<file path="config.mk">
export PLATFORM = sky130hd
export DESIGN_NAME = alu_issue_ctrl
export DESIGN_NICKNAME = d
export VERILOG_FILES = /design/src/rtl/alu_issue_ctrl.sv
export SDC_FILE = /design/constraint.sdc
export NUM_CORES = 1
export LEC_CHECK = 0
export ABC_AREA = 1
export ABC_CLOCK_PERIOD_IN_PS = 3400
export CELL_PAD_IN_SITES_DETAIL_PLACEMENT = 0
export CELL_PAD_IN_SITES_GLOBAL_PLACEMENT = 1
export CORE_ASPECT_RATIO = 0.75
export CORE_MARGIN = 2
export CORE_UTILIZATION = 30
export CTS_CLUSTER_DIAMETER = 30
export DETAILED_ROUTE_END_ITERATION = 7
export PLACE_DENSITY_LB_ADDON = 0.1
export SETUP_SLACK_MARGIN = 0.02
export SYNTH_ARGS = -nofsm -noshare
export SYNTH_HDL_FRONTEND = slang
export SYNTH_SLANG_ARGS = --single-unit
</file>
<file path="constraint.sdc">
create_clock -name clk -period 3.4 [get_ports clk]
set_input_delay 1.02 -clock clk [delete_from_list [all_inputs] [get_ports clk]]
set_output_delay 1.02 -clock clk [all_outputs]
set_load 0.05 [all_outputs]
</file>
<file path="src/rtl/alu_issue_ctrl.sv">
// Command FIFO plus issue FSM that drives a downstream ALU, waits SETTLE cycles, and holds the
// captured result until accepted. Define ALU_ISSUE_DIVZ_FLAG_EN to enable the res_divz flag.
module alu_issue_ctrl #(
    parameter int unsigned DEPTH  = 4,
    parameter int unsigned SETTLE = 1
) (
    input  logic       clk,
    input  logic       rst,
    input  logic       cmd_valid,
    output logic       cmd_ready,
    input  logic [1:0] cmd_oper,
    input  logic [3:0] cmd_in1,
    input  logic [3:0] cmd_in2,
    output logic [1:0] alu_oper,
    output logic [3:0] alu_in1,
    output logic [3:0] alu_in2,
    input  logic [4:0] alu_out,
    output logic       res_valid,
    input  logic       res_ready,
    output logic [4:0] res_data,
    output logic [1:0] res_oper,
    output logic       res_divz
);

    localparam int unsigned AW = (DEPTH > 1) ? $clog2(DEPTH) : 1;
    localparam int unsigned CW = $clog2(DEPTH) + 1;

    typedef enum logic [1:0] {StIdle, StDrive, StHold} state_e;

    state_e        state_q;
    logic [9:0]    mem_q [DEPTH];
    logic [AW-1:0] wr_ptr_q;
    logic [AW-1:0] rd_ptr_q;
    logic [CW-1:0] count_q;
    logic [3:0]    settle_q;
    logic          push;
    logic          pop;
    logic [9:0]    head;

    // Ready comes only from the registered count, so a same-cycle pop frees space a cycle later.
    assign cmd_ready = (count_q < CW'(DEPTH));
    assign push      = cmd_valid && cmd_ready;
    assign pop       = (state_q == StIdle) && (count_q != '0);
    assign head      = mem_q[rd_ptr_q];

    always_ff @(posedge clk) begin
        if (rst) begin
            wr_ptr_q <= '0;
            rd_ptr_q <= '0;
            count_q  <= '0;
        end else begin
            if (push) begin
                mem_q[wr_ptr_q] <= {cmd_oper, cmd_in1, cmd_in2};
                wr_ptr_q        <= wr_ptr_q + AW'(1);
            end
            if (pop) begin
                rd_ptr_q <= rd_ptr_q + AW'(1);
            end
            count_q <= count_q + CW'(push) - CW'(pop);
        end
    end

`ifdef ALU_ISSUE_DIVZ_FLAG_EN
    logic divz_q;
    assign res_divz = divz_q;
`else
    assign res_divz = 1'b0;
`endif

    always_ff @(posedge clk) begin
        if (rst) begin
            state_q   <= StIdle;
            alu_oper  <= '0;
            alu_in1   <= '0;
            alu_in2   <= '0;
            settle_q  <= '0;
            res_valid <= 1'b0;
            res_data  <= '0;
            res_oper  <= '0;
`ifdef ALU_ISSUE_DIVZ_FLAG_EN
            divz_q    <= 1'b0;
`endif
        end else begin
            unique case (state_q)
                StIdle: begin
                    if (pop) begin
                        {alu_oper, alu_in1, alu_in2} <= head;
                        settle_q                     <= 4'(SETTLE);
                        state_q                      <= StDrive;
                    end
                end
                StDrive: begin
                    if (settle_q == 4'd0) begin
                        res_data  <= alu_out;
                        res_oper  <= alu_oper;
                        res_valid <= 1'b1;
`ifdef ALU_ISSUE_DIVZ_FLAG_EN
                        divz_q    <= (alu_oper == 2'b11) && (alu_in2 == 4'd0);
`endif
                        state_q   <= StHold;
                    end else begin
                        settle_q <= settle_q - 4'd1;
                    end
                end
                StHold: begin
                    if (res_ready) begin
                        res_valid <= 1'b0;
                        state_q   <= StIdle;
                    end
                end
                default: state_q <= StIdle;
            endcase
        end
    end

endmodule

</file>
# --- Yosys cells after proc, flatten, opt, wreduce, memory -nomap -nowiden ---
# Memory sizes are Yosys's and may differ from the RTL's. A register that Yosys moved wholly into a read port is not among the register bits.
# Cells that the tools add are included.
totals:
  register_bits: 21
  mem_bits_rw: 40
  input_bits: 19
  out_inout_bits: 20
  elab_cells: 46
  mem_count: 1
op_classes:
  n_addsub: 5
  magnitude_cmp: 1
  n_eq_ne: 6
  mux: 13
  n_reduce_logical: 12
mem_list:
  columns: ["name", "depth", "word_bits", "rd", "rd_clocked_by_memory_dff", "wr", "line_no", "text"]
  rows:
  - ["mem_q", 4, 10, 1, 1, 1, "31", "logic [9:0] mem_q [DEPTH];"]
op_table:
  columns: ["cell", "n"]
  rows:
  - ["AND reduction 3 bit", 3]
  - ["2-to-1 mux 4 bit", 2]
  - ["inequality test 2 bit (second input constant)", 4]
  - ["one-hot mux 4 bit (2 select lines)", 1]
  - ["2-to-1 mux 2 bit", 3]
  - ["one-hot mux 2 bit (3 select lines)", 1]
  - ["2-to-1 mux 1 bit", 5]
  - ["adder 2 x 1 -> 2 bit (second input constant)", 2]
  - ["zero test 4 bit", 1]
  - ["AND reduction 2 bit", 2]
  - ["nonzero test 2 bit", 2]
  - ["subtractor 4 x 1 -> 4 bit (second input constant)", 1]
  - ["adder 3 x 1 -> 3 bit", 1]
  - ["less-than comparator 3 bit (second input constant)", 1]
  - ["nonzero test 3 bit", 1]
  - ["subtractor 3 x 1 -> 3 bit", 1]
  - ["== test 2 x 1 -> 1 bit (second input constant)", 1]
  - ["== test 2 bit (second input constant)", 1]
  - ["logical AND 1 bit", 2]
  - ["zero test 2 bit", 1]
  - ["one-hot mux 1 bit (2 select lines)", 1]

# --- Depth between registers and ports, before layout ---
# Gate-level depths: netlist of run 1.
depth:
  depth_word: 5
  depth_mapped: 13
  ltp_nobuf: 12

# --- Least setup slack after synthesis of run 1 ---
# OpenSTA, ideal clock, no wires.
synth_path:
  path_type: "input-to-reg"
  from: "in cmd_valid"
  to: "reg count_q[2]"
  setup_time_ns: 0.120
  t_arrival_ns: 2.313
  t_required_ns: 3.280
  path_slack_ns: 0.967
  path_stages: 9
  n_path_buf: 0
  path_cell_list: "nand2_1 > ha_1 > inv_1 > ha_1 > inv_1 > fa_1 > xor2_1 > o21ai_0 > a21oi_1"
synth_between:
  elab_chain_len: 3
synth_lines:
  columns: ["element", "line_no", "text"]
  rows:
  - ["start, declared", "9", "input logic cmd_valid,"]
  - ["logical AND 1 bit", "42", "assign push = cmd_valid && cmd_ready;"]
  - ["adder 3 x 1 -> 3 bit", "59", "count_q <= count_q + CW'(push) - CW'(pop);"]
  - ["subtractor 3 x 1 -> 3 bit", "59", null]
  - ["end signal, assigned", "59", null]
  - ["end, declared", "34", "logic [CW-1:0] count_q;"]
# Every way passes these cells.
# A chain may end at the register's enable or synchronous reset.

# --- Worst setup path in the final report of run 1 ---
# Ends and elaborated chain as after synthesis.

==> results_dict.tcl, run 1 <==
set metrics [dict create \
    synthTopCellsByCount "nor2_1, edfxtp_1, dfxtp_1, o21ai_0" \
    cp-start-kind "primary input" \
    synth_area_leaders "edfxtp_1, dfxtp_1, nor2_1" \
    vias 1996 \
    async_flop_share_pct 0 \
    worst_ep_required_time_ps 3610 \
    initial_core_util_pct 30.5 \
    crit_start "cmd_valid" \
    clkLatencyLatePin_ps 320 \
    syn_area_sq_um 2910 \
    cts_inserted_buffers 9 \
    r2r-start "count_q[1]$_SDFF_PP0_" \
    synth_top_family_by_area "simple AND/OR/NAND/NOR gates" \
    wire_per_inst_um 12.7 \
    drt_first_pass_iters 4 \
    post-route-drc-count 0 \
    clock-root-buffer "clkbuf_16" \
    netSwitchingPower_w 0.00145 \
    peakVddDrop_mv 0.298 \
    tns_ps 0 \
    timing.slew.headroom_pct 61.9 \
    postCtsHoldBufs 0 \
    num_rows 31 \
    internal-power_w 0.00220 \
    nFillCells 966 \
    first_iter_violations 62 \
    seq_area_frac_synth_pct 62.7 \
    placed_area_sq_um 3400 \
    drv_cap 0 \
    antenna_found_initial 0 \
    clockPowerShare_pct 26.0 \
    mappedNetlistNets 319 \
    power_w 0.00365 \
    whs_ps 460 \
    synth_adder_area_share_pct 3.70 \
    p_sw_share_pct 39.7 \
    setup_violations 0 \
    cts_post_setup_buffers_inserted 0 \
    max-clock-path-buffers 2 \
    grt_start_max_net_pins 24 \
    grt_pass1_vias 1935 \
    synthSimpleGateAreaFrac_pct 16.8 \
    core_sq_um 9540 \
    slew_violations 0 \
    clk_pin_slew_ps 50 \
    syn_avg_cell_area_sq_um 9.95 \
    synth_mux_area_share_pct 0 \
    min_from "res_valid$_SDFFE_PP0P_" \
    stdcell_area_sq_um 3700 \
    powerDensity_nw_per_um2 985 \
    port_buffers 37 \
    ys_ff_latch 71 \
    h-tree-depth 3 \
    crit_fanout 5 \
    grt_util_all_layers_pct 12.6 \
    regToRegSetupSlack_ps 1140 \
    fin_crit_sh_pct 78.3 \
    endpoint_kind "register" \
    synth_edf_count 40 \
    tightest_slew_ps 570 \
    power_frac_seq_pct 33.4 \
    fin_skew_ps 5.96 \
    ctsResizeCount 0 \
    yosysTopAreaCellShare_pct 41.3 \
    dpl.hpwl_mm 3.93 \
    nNetsFinal 362 \
    netlist_instances 292 \
    grt_pass1_wl_mm 9.78 \
    ys.flop_type "edfxtp_1" \
    cts_sinks 71 \
    fin_crit_ps 2660 \
    fp.dieW_um 118 \
    rsz0062_at_grt "no" \
    critPathKind "primary input to register" \
    die_h_um 89.2 \
    tritoncts "yes" \
    ys_types 28 \
    grt.overflow.total 0 \
    diodes 0 \
    dieArea_sq_um 10500 \
    place_congestion 0.733 \
    synth_compound_area_share_pct 9.86 \
    routed_wl_mm 6.00 \
    synth_warnings 0 \
    min_path_type "register to register" \
    syn_to_final_growth_pct 27.3 \
    synth_area_leader_cell "edfxtp_1" \
    status "completed" \
    finalHoldViolCount 0 \
    drive_gt1_share_pct 9.73 \
    fmaxAchievable_mhz 376 \
    drt-vias-per-instance 4.24 \
    yosysMostFrequentCell "nor2_1" \
    cp.arrival_ps 2870 \
    io_pins 39 \
    drt.antenna.violating_nets 0 \
    combPwrFrac_pct 40.6 \
    synth_xor_area_share_pct 0.301 \
    leakage_nw 1.42 \
]
## layout by cell type, fill, tap and decap left out, drive strengths merged
master,n
edfxtp,40
buf,7
or2,1
a21oi,11
nor2,91
clkdlybuf4s50,37
nand2,21
ha,7
conb,1
nor3,1
clkinv,3
nand3,6
xor2,1
inv,24
clkbuf,10
o21ai,44
dfxtp,31
bufinv,2
fa,1
## worst max-delay path: stages
cell and delay, ps:
clkdlybuf4s50_1 480, nand2_1 110, ha_1 310, inv_1 60
ha_1 130, inv_1 50, fa_1 370, xor2_1 160
o21ai_0 140, a21oi_1 50
## per-stage QoR
stage	utilization [%]	setup WS [ps]	instances
3_3_place_gp	35.6	422	456
2_1_floorplan	-	967	292
3_5_place_dp	35.6	398	456
5_1_grt	38.8	556	471
4_1_cts	38.8	757	471
6_report	38.8	737	471
## logic make-up after synthesis
kind of cell,count (synthesis)
buffers and inverters,36
AOI/OAI and AO/OA,55
adders and majority gates,8
DFF,71
other,1
and+or+nand+nor,120
xor gates and xnor gates,1
## registers in the layout, indices dropped and copies added (netlist names)
| register | cells |
|---|---|
| alu_in2 | 4 |
| alu_oper | 2 |
| alu_in1 | 4 |
| res_valid | 1 |
| wr_ptr_q | 2 |
| state_q | 2 |
| res_data | 5 |
| res_oper | 2 |
| settle_q | 4 |
| mem_q | 40 |
| rd_ptr_q | 2 |
| count_q | 3 |
## routing by layer
layer  GRT usage [%]  vias to the layer above  wire, um
met4            4.27                        0        47
met2            20.3                       40      2570
met5               0                        -         0
met3            4.59                        4       259
li1                -                     1042         -
met1            15.8                      910      3130
## power by group through the flow
stage / Sequential, W / Clock [W] / Combinational, W
finish: 0.00122 / 0.000949 / 0.00148
CTS: 0.00122 / 0.000979 / 0.00150
detailed placement: 0.00124 / 0 / 0.00150
global placement: 0.00124 / 0 / 0.00151
global route: 0.00124 / 0.00101 / 0.00164
floorplan: 0.00154 / 0 / 0.000813
## area by class of cell
class | count | area, sq um | share of cell area, %
sequential | 71 | 1820 | 49.2
multi-input combinational | 185 | 896 | 24.2
timing repair buffer | 44 | 423 | 11.4
clock buffer | 10 | 229 | 6.19
tap | 132 | 165 | 4.46
inverter | 24 | 92.6 | 2.50
clock inverter | 5 | 73.8 | 1.99
## worst paths after layout
path                                 end  cells past startpoint
setup / recovery   count_q[2]$_SDFF_PP0_                     10
hold / removal    res_valid$_SDFFE_PP0P_                      2
setup reg to reg   count_q[2]$_SDFF_PP0_                     12
hold reg to reg   res_valid$_SDFFE_PP0P_                      2
No activity file was read; power rests on OpenSTA's default activity.
==> run 2: changes to the inputs <==
ABC_CLOCK_PERIOD_IN_PS = 2500   (was 3400)
clock period = 2.5 ns   (was 3.4 ns; I/O delays follow)
==> run 2 against run 1 <==
Compared with the run above: routed wire length increased by 3.0%; critical path depth unchanged; critical endpoint unchanged; via count increased by 2.2%; largest power group unchanged; core utilization increased by 0.49 points; flip-flop and latch count unchanged.
==> results_dict.tcl, run 2 (synthesized netlist as in run 1, its figures left out) <==
set metrics [dict create \
    drt-vias-per-instance 4.29 \
    fin_crit_sh_pct 94.8 \
    rsz0062_at_grt "no" \
    max_stage_delay_ps 500 \
    io_pins 39 \
    num_rows 31 \
    grt_pass1_wl_mm 10.1 \
    cts_sinks 71 \
    fin_skew_ps 6.54 \
    timing.slew.headroom_pct 59.0 \
    tightest_slew_ps 615 \
    place_congestion 0.776 \
    clockPowerShare_pct 25.5 \
    power_w 0.00502 \
    drt.antenna.violating_nets 0 \
    antenna_found_initial 0 \
    finalHoldViolCount 0 \
    regToRegSetupSlack_ps 480 \
    final_common_cell "nor2_1" \
    worst_ep_required_time_ps 2720 \
    internal-power_w 0.00296 \
    crit_fanout 5 \
    critical_path.slowest_cell "clkdlybuf4s50_1" \
    die_h_um 89.2 \
    leakage_nw 1.43 \
    placed_area_sq_um 3430 \
    slew_violations 0 \
    dpl.hpwl_mm 4.06 \
    first_iter_violations 116 \
    port_buffers 37 \
    status "completed" \
    drv_cap 0 \
    drive_gt1_share_pct 12.0 \
    initial_core_util_pct 30.5 \
    cp-start-kind "primary input" \
    postCtsHoldBufs 0 \
    clock-root-buffer "clkbuf_16" \
    grt_pass1_vias 1933 \
    min_path_type "register to register" \
    cts_inserted_buffers 9 \
    wire_per_inst_um 13.0 \
    grt_start_max_net_pins 24 \
    clkLatencyLatePin_ps 330 \
    netSwitchingPower_w 0.00206 \
    reg_top3 "mem_q (40), res_data (5)" \
    largest_reg_flops 40 \
    post-route-drc-count 0 \
    crit_start "cmd_valid" \
    grt_util_all_layers_pct 13.0 \
    r2r-start "count_q[1]$_SDFF_PP0_" \
    stdcell_area_sq_um 3750 \
    crit_chain "clkdlybuf4s50_1, nand2_2, ha_1, inv_1, ha_1, inv_1, fa_1, xor2_2, o21ai_1, a21oi_1" \
    nNetsFinal 365 \
    stdcell_count 475 \
    vias 2040 \
    final_cell_mix "nor2_1, edfxtp_1, clkdlybuf4s50_1" \
    endpoint_kind "register" \
    p_sw_share_pct 41.0 \
    tritoncts "yes" \
    critPathKind "primary input to register" \
    grt.overflow.total 0 \
    power_frac_seq_pct 33.2 \
    drt_first_pass_iters 4 \
    fp.dieW_um 118 \
    powerDensity_nw_per_um2 1340 \
    setup_violations 0 \
    h-tree-depth 3 \
    dieArea_sq_um 10500 \
    routed_wl_mm 6.18 \
    peakVddDrop_mv 0.525 \
    cts_post_setup_buffers_inserted 0 \
    max-clock-path-buffers 2 \
    min_from "count_q[2]$_SDFF_PP0_" \
    fin_crit_ps 2370 \
    fmaxAchievable_mhz 422 \
    combPwrFrac_pct 41.2 \
    top_register "mem_q" \
    clk_pin_slew_ps 60 \
    place_inst 459 \
    syn_to_final_growth_pct 28.9 \
    core_sq_um 9540 \
    cp.arrival_ps 2590 \
    diodes 0 \
]
## run 2: changes by cell type in the layout (fill, tap and decap cells not counted), sizes merged
cell | previous run | this run
buf | 7 | 10
clkinv | 3 | 1
clkinvlp | 0 | 3
inv | 24 | 26
bufinv | 2 | 1
clkbuf | 10 | 9
## run 2: layout make-up
cell class | instances | area, sq um
Clock buffer | 9 | 225
Clock inverter | 7 | 78.8
Fill cell | 1001 | 5790
Inverter | 24 | 92.6
Multi-Input combinational cell | 185 | 906
Sequential cell | 71 | 1820
Tap cell | 132 | 165
Timing Repair Buffer | 47 | 458
## run 2: power groups by stage
stage | Clock (W) | Combinational, W | Sequential [W]
after global routing | 0.00136 | 0.00231 | 0.00171
after floorplan | 0 | 0.00111 | 0.00210
after global placement | 0 | 0.00208 | 0.00169
final | 0.00128 | 0.00207 | 0.00167
after CTS | 0.00132 | 0.00209 | 0.00167
after detailed placement | 0 | 0.00208 | 0.00169
## run 2: path summary, 6_finish.rpt
check / to / depth (start not counted)
setup / recovery: count_q[2]$_SDFF_PP0_ / 10
hold / removal: count_q[2]$_SDFF_PP0_ / 1
setup reg to reg: count_q[2]$_SDFF_PP0_ / 12
hold reg to reg: count_q[2]$_SDFF_PP0_ / 1
## run 2: metrics by stage
stage          util, %  setup WS, ps  hold slack (ps)  setup TNS, ps
2_1_floorplan        -           280              442              0
3_3_place_gp      36.0          -200              455           -200
3_5_place_dp      36.0          -243              464           -255
4_1_cts           39.2           107              471              0
5_1_grt           39.3          25.1              507              0
6_report          39.3           130              474              0
## run 2: repair_timing
action / in CTS / in global routing
resized for setup: 0 / 3
endpoints found under the setup margin: 0 / 1
endpoints found under the hold margin: 0 / 0
## run 2: metal layers
| layer | GRT usage (%) | vias to the layer above | wire (um) |
|---|---|---|---|
| met5 | 0 | - | 0 |
| met4 | 4.27 | 0 | 83 |
| met3 | 4.53 | 6 | 254 |
| met2 | 19.7 | 45 | 2620 |
| met1 | 17.4 | 937 | 3220 |
| li1 | - | 1052 | - |
## run 2: critical path: cells and delay by family
| family | cells | cell delay (ps) |
|---|---|---|
| fa+ha+maj | 3 | 820 |
| buf+inv | 3 | 600 |
| xor+xnor | 1 | 170 |
| compound gates | 2 | 170 |
| simple gates | 1 | 90 |
